### src/rtl/eth_manch_rx.sv
// 10BASE-T Manchester receiver: oversampled edge decoder, preamble/SFD hunt, byte assembly.
// Optional build macro ETH_RX_LINK_MON_EN adds the NLP detector and link-integrity timer.
`default_nettype none

module eth_manch_rx #(
  parameter int OVS     = 8,
  parameter int LINK_TO = 12000000
) (
  input  logic       clk,
  input  logic       rst_n,
  input  logic       Rxd,
  output logic [7:0] rx_data,
  output logic       rx_valid,
  output logic       rx_sof,
  output logic       rx_eof,
  output logic       rx_err,
  output logic       crs,
  output logic       link_ok,
  output logic       Led_Rx
);

  localparam int CW = $clog2(2*OVS + 1);
  localparam logic [CW-1:0] CNT_MAX = CW'(2*OVS);
  localparam logic [CW-1:0] MID_MIN = CW'(3*OVS/4);

  typedef enum logic [1:0] {IDLE, PREAMBLE, DATA} state_t;
  state_t state, state_nx;

  logic          sync1, sync2, sync3;
  logic [CW-1:0] cnt;
  logic [5:0]    alt;
  logic          prev_bit;
  logic [7:0]    shreg;
  logic [2:0]    bitcnt;
  logic          byte_seen;
  logic          sof_pend;

  logic edge_det, accept, bit_val, loss, sfd, frame_end;

  assign edge_det = sync2 ^ sync3;
  assign bit_val  = sync2;
  assign accept   = edge_det && ((state == IDLE) || (cnt >= MID_MIN));
  // Flagged one count early so rx_eof lands as cnt reaches 2*OVS.
  assign loss     = (state != IDLE) && !accept && (cnt >= CNT_MAX - 1'b1);

  always_ff @(posedge clk or negedge rst_n) begin
    if (!rst_n) begin
      sync1 <= 1'b0;
      sync2 <= 1'b0;
      sync3 <= 1'b0;
      state <= IDLE;
    end else begin
      sync1 <= Rxd;
      sync2 <= sync1;
      sync3 <= sync2;
      state <= state_nx;
    end
  end

  always_comb begin
    state_nx  = state;
    sfd       = 1'b0;
    frame_end = 1'b0;
    case (state)
      IDLE: begin
        if (accept) state_nx = PREAMBLE;
      end
      PREAMBLE: begin
        if (loss) begin
          state_nx = IDLE;
        end else if (accept && bit_val && prev_bit && (alt >= 6'd6)) begin
          state_nx = DATA;
          sfd      = 1'b1;
        end
      end
      DATA: begin
        if (loss) begin
          state_nx  = IDLE;
          frame_end = 1'b1;
        end
      end
      default: state_nx = IDLE;
    endcase
  end

  always_ff @(posedge clk or negedge rst_n) begin
    if (!rst_n) begin
      cnt       <= '0;
      alt       <= '0;
      prev_bit  <= 1'b0;
      shreg     <= '0;
      bitcnt    <= '0;
      byte_seen <= 1'b0;
      sof_pend  <= 1'b0;
      rx_data   <= '0;
      rx_valid  <= 1'b0;
      rx_sof    <= 1'b0;
      rx_eof    <= 1'b0;
      rx_err    <= 1'b0;
    end else begin
      rx_valid <= 1'b0;
      rx_sof   <= 1'b0;
      rx_eof   <= frame_end;
      rx_err   <= frame_end && ((bitcnt != 3'd0) || !byte_seen);

      if (accept)             cnt <= '0;
      else if (cnt < CNT_MAX) cnt <= cnt + 1'b1;

      if (accept) prev_bit <= bit_val;

      if (state == IDLE && accept) begin
        alt <= '0;
      end else if (state == PREAMBLE && accept) begin
        if (bit_val != prev_bit) alt <= (alt == 6'd63) ? alt : alt + 1'b1;
        else                     alt <= '0;
      end

      if (sfd) begin
        bitcnt    <= '0;
        byte_seen <= 1'b0;
        sof_pend  <= 1'b1;
      end else if (state == DATA && accept) begin
        shreg  <= {bit_val, shreg[7:1]};
        bitcnt <= bitcnt + 1'b1;
        if (bitcnt == 3'd7) begin
          rx_data   <= {bit_val, shreg[7:1]};
          rx_valid  <= 1'b1;
          rx_sof    <= sof_pend;
          sof_pend  <= 1'b0;
          byte_seen <= 1'b1;
        end
      end
    end
  end

  assign crs    = (state == DATA) || ((state == PREAMBLE) && (alt >= 6'd4));
  assign Led_Rx = ~crs;

`ifdef ETH_RX_LINK_MON_EN
  localparam int TW = $clog2(LINK_TO + 1);
  localparam logic [CW-1:0] NLP_MIN = CW'(OVS/2);
  localparam logic [CW-1:0] NLP_MAX = CW'(3*OVS/2);

  logic [CW-1:0] high_w;
  logic [CW-1:0] quiet;
  logic          nlp_cand;
  logic [TW-1:0] timer;
  logic          nlp_ok_state, nlp_fire;

  assign nlp_ok_state = (state == IDLE) || ((state == PREAMBLE) && (alt < 6'd4));
  assign nlp_fire     = nlp_cand && !edge_det && (quiet == CNT_MAX - 1'b1) && nlp_ok_state;

  always_ff @(posedge clk or negedge rst_n) begin
    if (!rst_n) begin
      high_w   <= '0;
      quiet    <= '0;
      nlp_cand <= 1'b0;
      timer    <= '0;
      link_ok  <= 1'b0;
    end else begin
      if (!sync2)                high_w <= '0;
      else if (high_w < CNT_MAX) high_w <= high_w + 1'b1;

      if (edge_det)              quiet <= '0;
      else if (quiet < CNT_MAX)  quiet <= quiet + 1'b1;

      // A falling edge closes the pulse; its width was counted while sync2 was high.
      if (edge_det)                        nlp_cand <= !sync2 && (high_w >= NLP_MIN) && (high_w <= NLP_MAX);
      else if (quiet == CNT_MAX - 1'b1)    nlp_cand <= 1'b0;

      if (nlp_fire || sfd) begin
        link_ok <= 1'b1;
        timer   <= TW'(LINK_TO - 1);
      end else if (timer != '0) begin
        timer <= timer - 1'b1;
      end else begin
        link_ok <= 1'b0;
      end
    end
  end
`else
  always_ff @(posedge clk or negedge rst_n) begin
    if (!rst_n) link_ok <= 1'b0;
    else        link_ok <= 1'b1;
  end
`endif

endmodule

`default_nettype wire
### config.mk
export PLATFORM = sky130hd
export DESIGN_NAME = eth_manch_rx
export DESIGN_NICKNAME = d
export VERILOG_FILES = /design/src/rtl/eth_manch_rx.sv
export SDC_FILE = /design/constraint.sdc
export NUM_CORES = 1
export LEC_CHECK = 0
export CELL_PAD_IN_SITES_DETAIL_PLACEMENT = 0
export CELL_PAD_IN_SITES_GLOBAL_PLACEMENT = 1
export CORE_MARGIN = 5
export CORE_UTILIZATION = 30
export DETAILED_ROUTE_END_ITERATION = 16
export PLACE_DENSITY = 0.63
export REMOVE_ABC_BUFFERS = 1
export SYNTH_ARGS = -nofsm -noshare
export SYNTH_HDL_FRONTEND = slang
export SYNTH_SLANG_ARGS = --single-unit
### constraint.sdc
create_clock -name clk -period 2.44 [get_ports clk]
set_input_delay 0.244 -clock clk [delete_from_list [all_inputs] [get_ports clk]]
set_output_delay 0.244 -clock clk [all_outputs]
set_load 0.01 [all_outputs]
==> summary.txt <==
Route
  – Post-detailed-route count of antenna-violating nets: 0
  – Drt via density: around 4.8
  – Routed WL per cell: around 14 um
  – Residual DRC: 0
  – First-pass detailed-route iteration total: 4
  – WL final: between 3000 and 4000 um
  – Vias post-DR: between 1000 and 1500
  – 1st-iter DRT viols: 61

Cells and area
  – Nets: about 210
  – Share of cells above drive strength 1: ~16%
  – Final instance area: approximately 0.0024 mm2
  – Ant diodes: 0
  – Synth-to-layout area growth: 16.3%
  – Final cell count without fillers: approximately 280

Placed design
  – RePlAce Congestion: roughly 0.76
  – IO Port Bufs: 17
  – Post-placement cell count: approximately 270
  – Estimated wirelength of the detail-placed design: ~2700 um
  – DP Area: 0.00227 mm2

STA
  – Period utilization: 85.6%
  – Minimum clock period: roughly 2.1 ns
  – Max_slew headroom: between 30 and 40%
  – Skew final: about 0.0076 ns
  – # setup viols final: 0
  – Least-Margin Pin Slew: ~0.92 ns
  – Hold slack final: between 0.09 and 0.1 ns
  – Max Freq: between 0.4 and 0.5 GHz
  – Hold Violations, Final: 0
  – Pins over their slew limit: 0
  – Unrepaired setup endpoints after global routing: no
  – Fin Setup TNS: 0 ns

Setup path
  – CP arrival: around 1.8 ns
  – Max stage delay on crit path: 0.54 ns
  – Critical path depth: 4
  – Worst path bufs/invs: 1
  – CP startpoint kind: flip-flop
  – Crit end category: output pin
  – Crit-path slowest cell: clkdlybuf4s50_1
  – Worst EP required: approximately 2.2 ns
  – Setup CP Type: reg2out
  – R2R cell count: 6
  – Cells along the critical path: nor2b_1, o41ai_1, nand2_1, clkdlybuf4s50_1
  – Capture point of the worst reg-to-reg path: rx_data[5]$_DFFE_PN0P_
  – Cell family with most CP delay: buffers and inverters
  – Crit-path max FO: 6
  – Worst R2R Start: cnt[0]$_DFFE_PN0P_
  – FF-to-FF setup slack: 0.55 ns

Synthesis
  – Top cell type's share of synthesized area: around half
  – Synth Register Bits: between 40 and 50
  – Ys Warns: 0
  – Post-synth top area cell: dfrtp_1
  – Synth area leaders: dfrtp_1 52%, mux2_4 5.2%, ha_1 4.9%
  – Distinct cells, synth: 42
  – Seq/Total Area, Yosys: approximately 52%
  – Post-Synthesis Cells: approximately 180
  – Syn avg cell area: 11.6 um2
  – Mapped Area: about 0.0020 mm2

Clock network
  – Worst skew pair latency: 0.29 ns
  – CTS tree: built
  – Worst-path clk slew: 0.08 ns
  – Max H-tree Level: 2
  – Clock sinks: between 40 and 50
  – # resized after CTS: 0
  – Postcts setup bufs: 0
  – Clock Tree Buf Depth: 2
  – Clk root buf: clkbuf_8
  – Num CTS Buffers: 5
  – # hold bufs at CTS: 0

Floorplan
  – Initial core utilization: a little under a third
  – Site Rows: 30
  – Die Ht: around 92 um
  – Die area: roughly 0.0085 mm2
  – Die Wd: between 90 and 100 um
  – Top-level I/O count: 18
  – Core Area: 0.00668 mm2

Hold path
  – Worst min path class: in2async

Global route
  – Antenna violations before repair: 0
  – Total GRT Usage: 9.58%
  – Remaining Overflow, GRT: 0
  – First-pass GRT wire length: 6510 um
  – Largest net degree at the start of global routing: between 40 and 50
  – Vias in the first global route: 1343

Power
  – Pwr dens: 735 mW/mm2
  – Peak VDD IR: around 0.27 mV
  – Leakage: between 1 and 1.5 nW

Run status
  – Status: finished, final reports clean

Run
  – Maxcap violations: 0
## power breakdown
part / internal, mW / total [mW] / switching, mW
Clock: 0.202 / 0.442 / 0.240
Sequential: 0.759 / 0.862 / 0.103
Combinational: 0.171 / 0.429 / 0.258
Total: 1.13 / 1.73 / 0.602
## metrics by stage
| step | utilization, % | total power, mW | setup WS, ns |
|---|---|---|---|
| 6_report | 35.3 | 1.73 | 0.352 |
| 5_1_grt | 35.3 | 1.86 | 0.263 |
| 4_1_cts | 35.3 | 1.75 | 0.329 |
| 3_5_place_dp | 34.0 | 1.30 | 0.542 |
| 3_3_place_gp | 34.0 | 1.31 | 0.579 |
| 2_1_floorplan | - | 1.15 | 0.342 |
## routing by layer
layer | global-route usage (%) | vias up | part of all wire, %
li1 | - | 675 | -
met1 | 12.9 | 645 | 48
met2 | 14.8 | 20 | 47
met3 | 1.97 | 7 | 2.4
met4 | 4.21 | 0 | 2.2
met5 | 0 | - | 0
## kinds of logic (layout without fill, tap and decap cells)
logic type	Yosys count	after routing	synth area share [%]
AO/OA/AOI/OAI	37	37	13.3
XOR/XNOR	5	5	2.16
adder cells (fa/ha/maj)	8	8	4.94
buffers and inverters	16	40	4.38
flip-flops	42	42	51.8
multiplexers	15	15	9.62
other	1	1	0.185
AND/OR/NAND/NOR	51	51	13.6
## flip-flops by register name, summed over array words and instances (netlist names)
signal and count:
rx_data 8, shreg 7, alt 6, cnt 5
bitcnt 3, state 2, bit_val 1, byte_seen 1
link_ok 1, prev_bit 1, rx_eof 1, rx_err 1
rx_sof 1, rx_valid 1, sof_pend 1, sync1 1
sync3 1
## cells in the final DEF (no fill, tap or decap), drive strengths merged, types with 2 or more instances in the layout
cell type	n
or2	2
a311oi	2
clkbuf	6
xor2	3
nand2	9
ha	8
buf	4
a31oi	2
nand4	6
nand3	4
and3	3
or3	2
nand2b	3
nand3b	2
a21oi	7
clkdlybuf4s50	16
nor2b	3
inv	12
nor2	12
mux2	15
clkinv	2
o211ai	5
o21ai	9
xnor2	2
o31ai	5
dfrtp	42
## cells in the mapped netlist
library cell / n
buf_2: 1
nand2_1: 9
or2_2: 2
o21a_1: 1
buf_12: 1
conb_1: 1
mux2_2: 8
nand3_1: 4
a21oi_1: 7
xnor2_1: 2
nor2_1: 12
or4b_1: 1
inv_1: 12
xor2_1: 3
o21ai_1: 1
a311oi_1: 1
a311oi_4: 1
nor2b_1: 3
a21o_1: 1
o211ai_1: 5
nand4_1: 6
and3_1: 3
o31ai_1: 5
mux2_4: 7
buf_4: 1
o21ai_0: 8
nand4b_1: 1
or3_1: 2
nor3b_1: 1
a31oi_1: 2
a41o_1: 1
and2_4: 1
buf_6: 1
and4_1: 1
o311ai_2: 1
o311a_1: 1
nand3b_1: 2
o41ai_1: 1
dfrtp_1: 42
ha_1: 8
nand2b_1: 3
o22ai_1: 1
## worst max-delay path by stage
stage	start	endpoint
5_1_grt	state[0]$_DFFE_PN0P_	crs
2_1_floorplan	cnt[0]$_DFFE_PN0P_	rx_data[5]$_DFFE_PN0P_
6_report	state[0]$_DFFE_PN0P_	crs
3_5_place_dp	cnt[0]$_DFFE_PN0P_	rx_data[5]$_DFFE_PN0P_
3_3_place_gp	cnt[0]$_DFFE_PN0P_	rx_data[5]$_DFFE_PN0P_
4_1_cts	alt[2]$_DFFE_PN0P_	Led_Rx
## layout make-up
type | instances | area (um2)
fill | 677 | 4320
clock buffer | 6 | 72.6
timing repair buffer | 20 | 188
clock inverter | 2 | 13.8
tap | 80 | 100
sequential | 42 | 1050
multi-input combinational | 117 | 888
inverter | 12 | 45.0
Power figures use the tool's default switching activity.
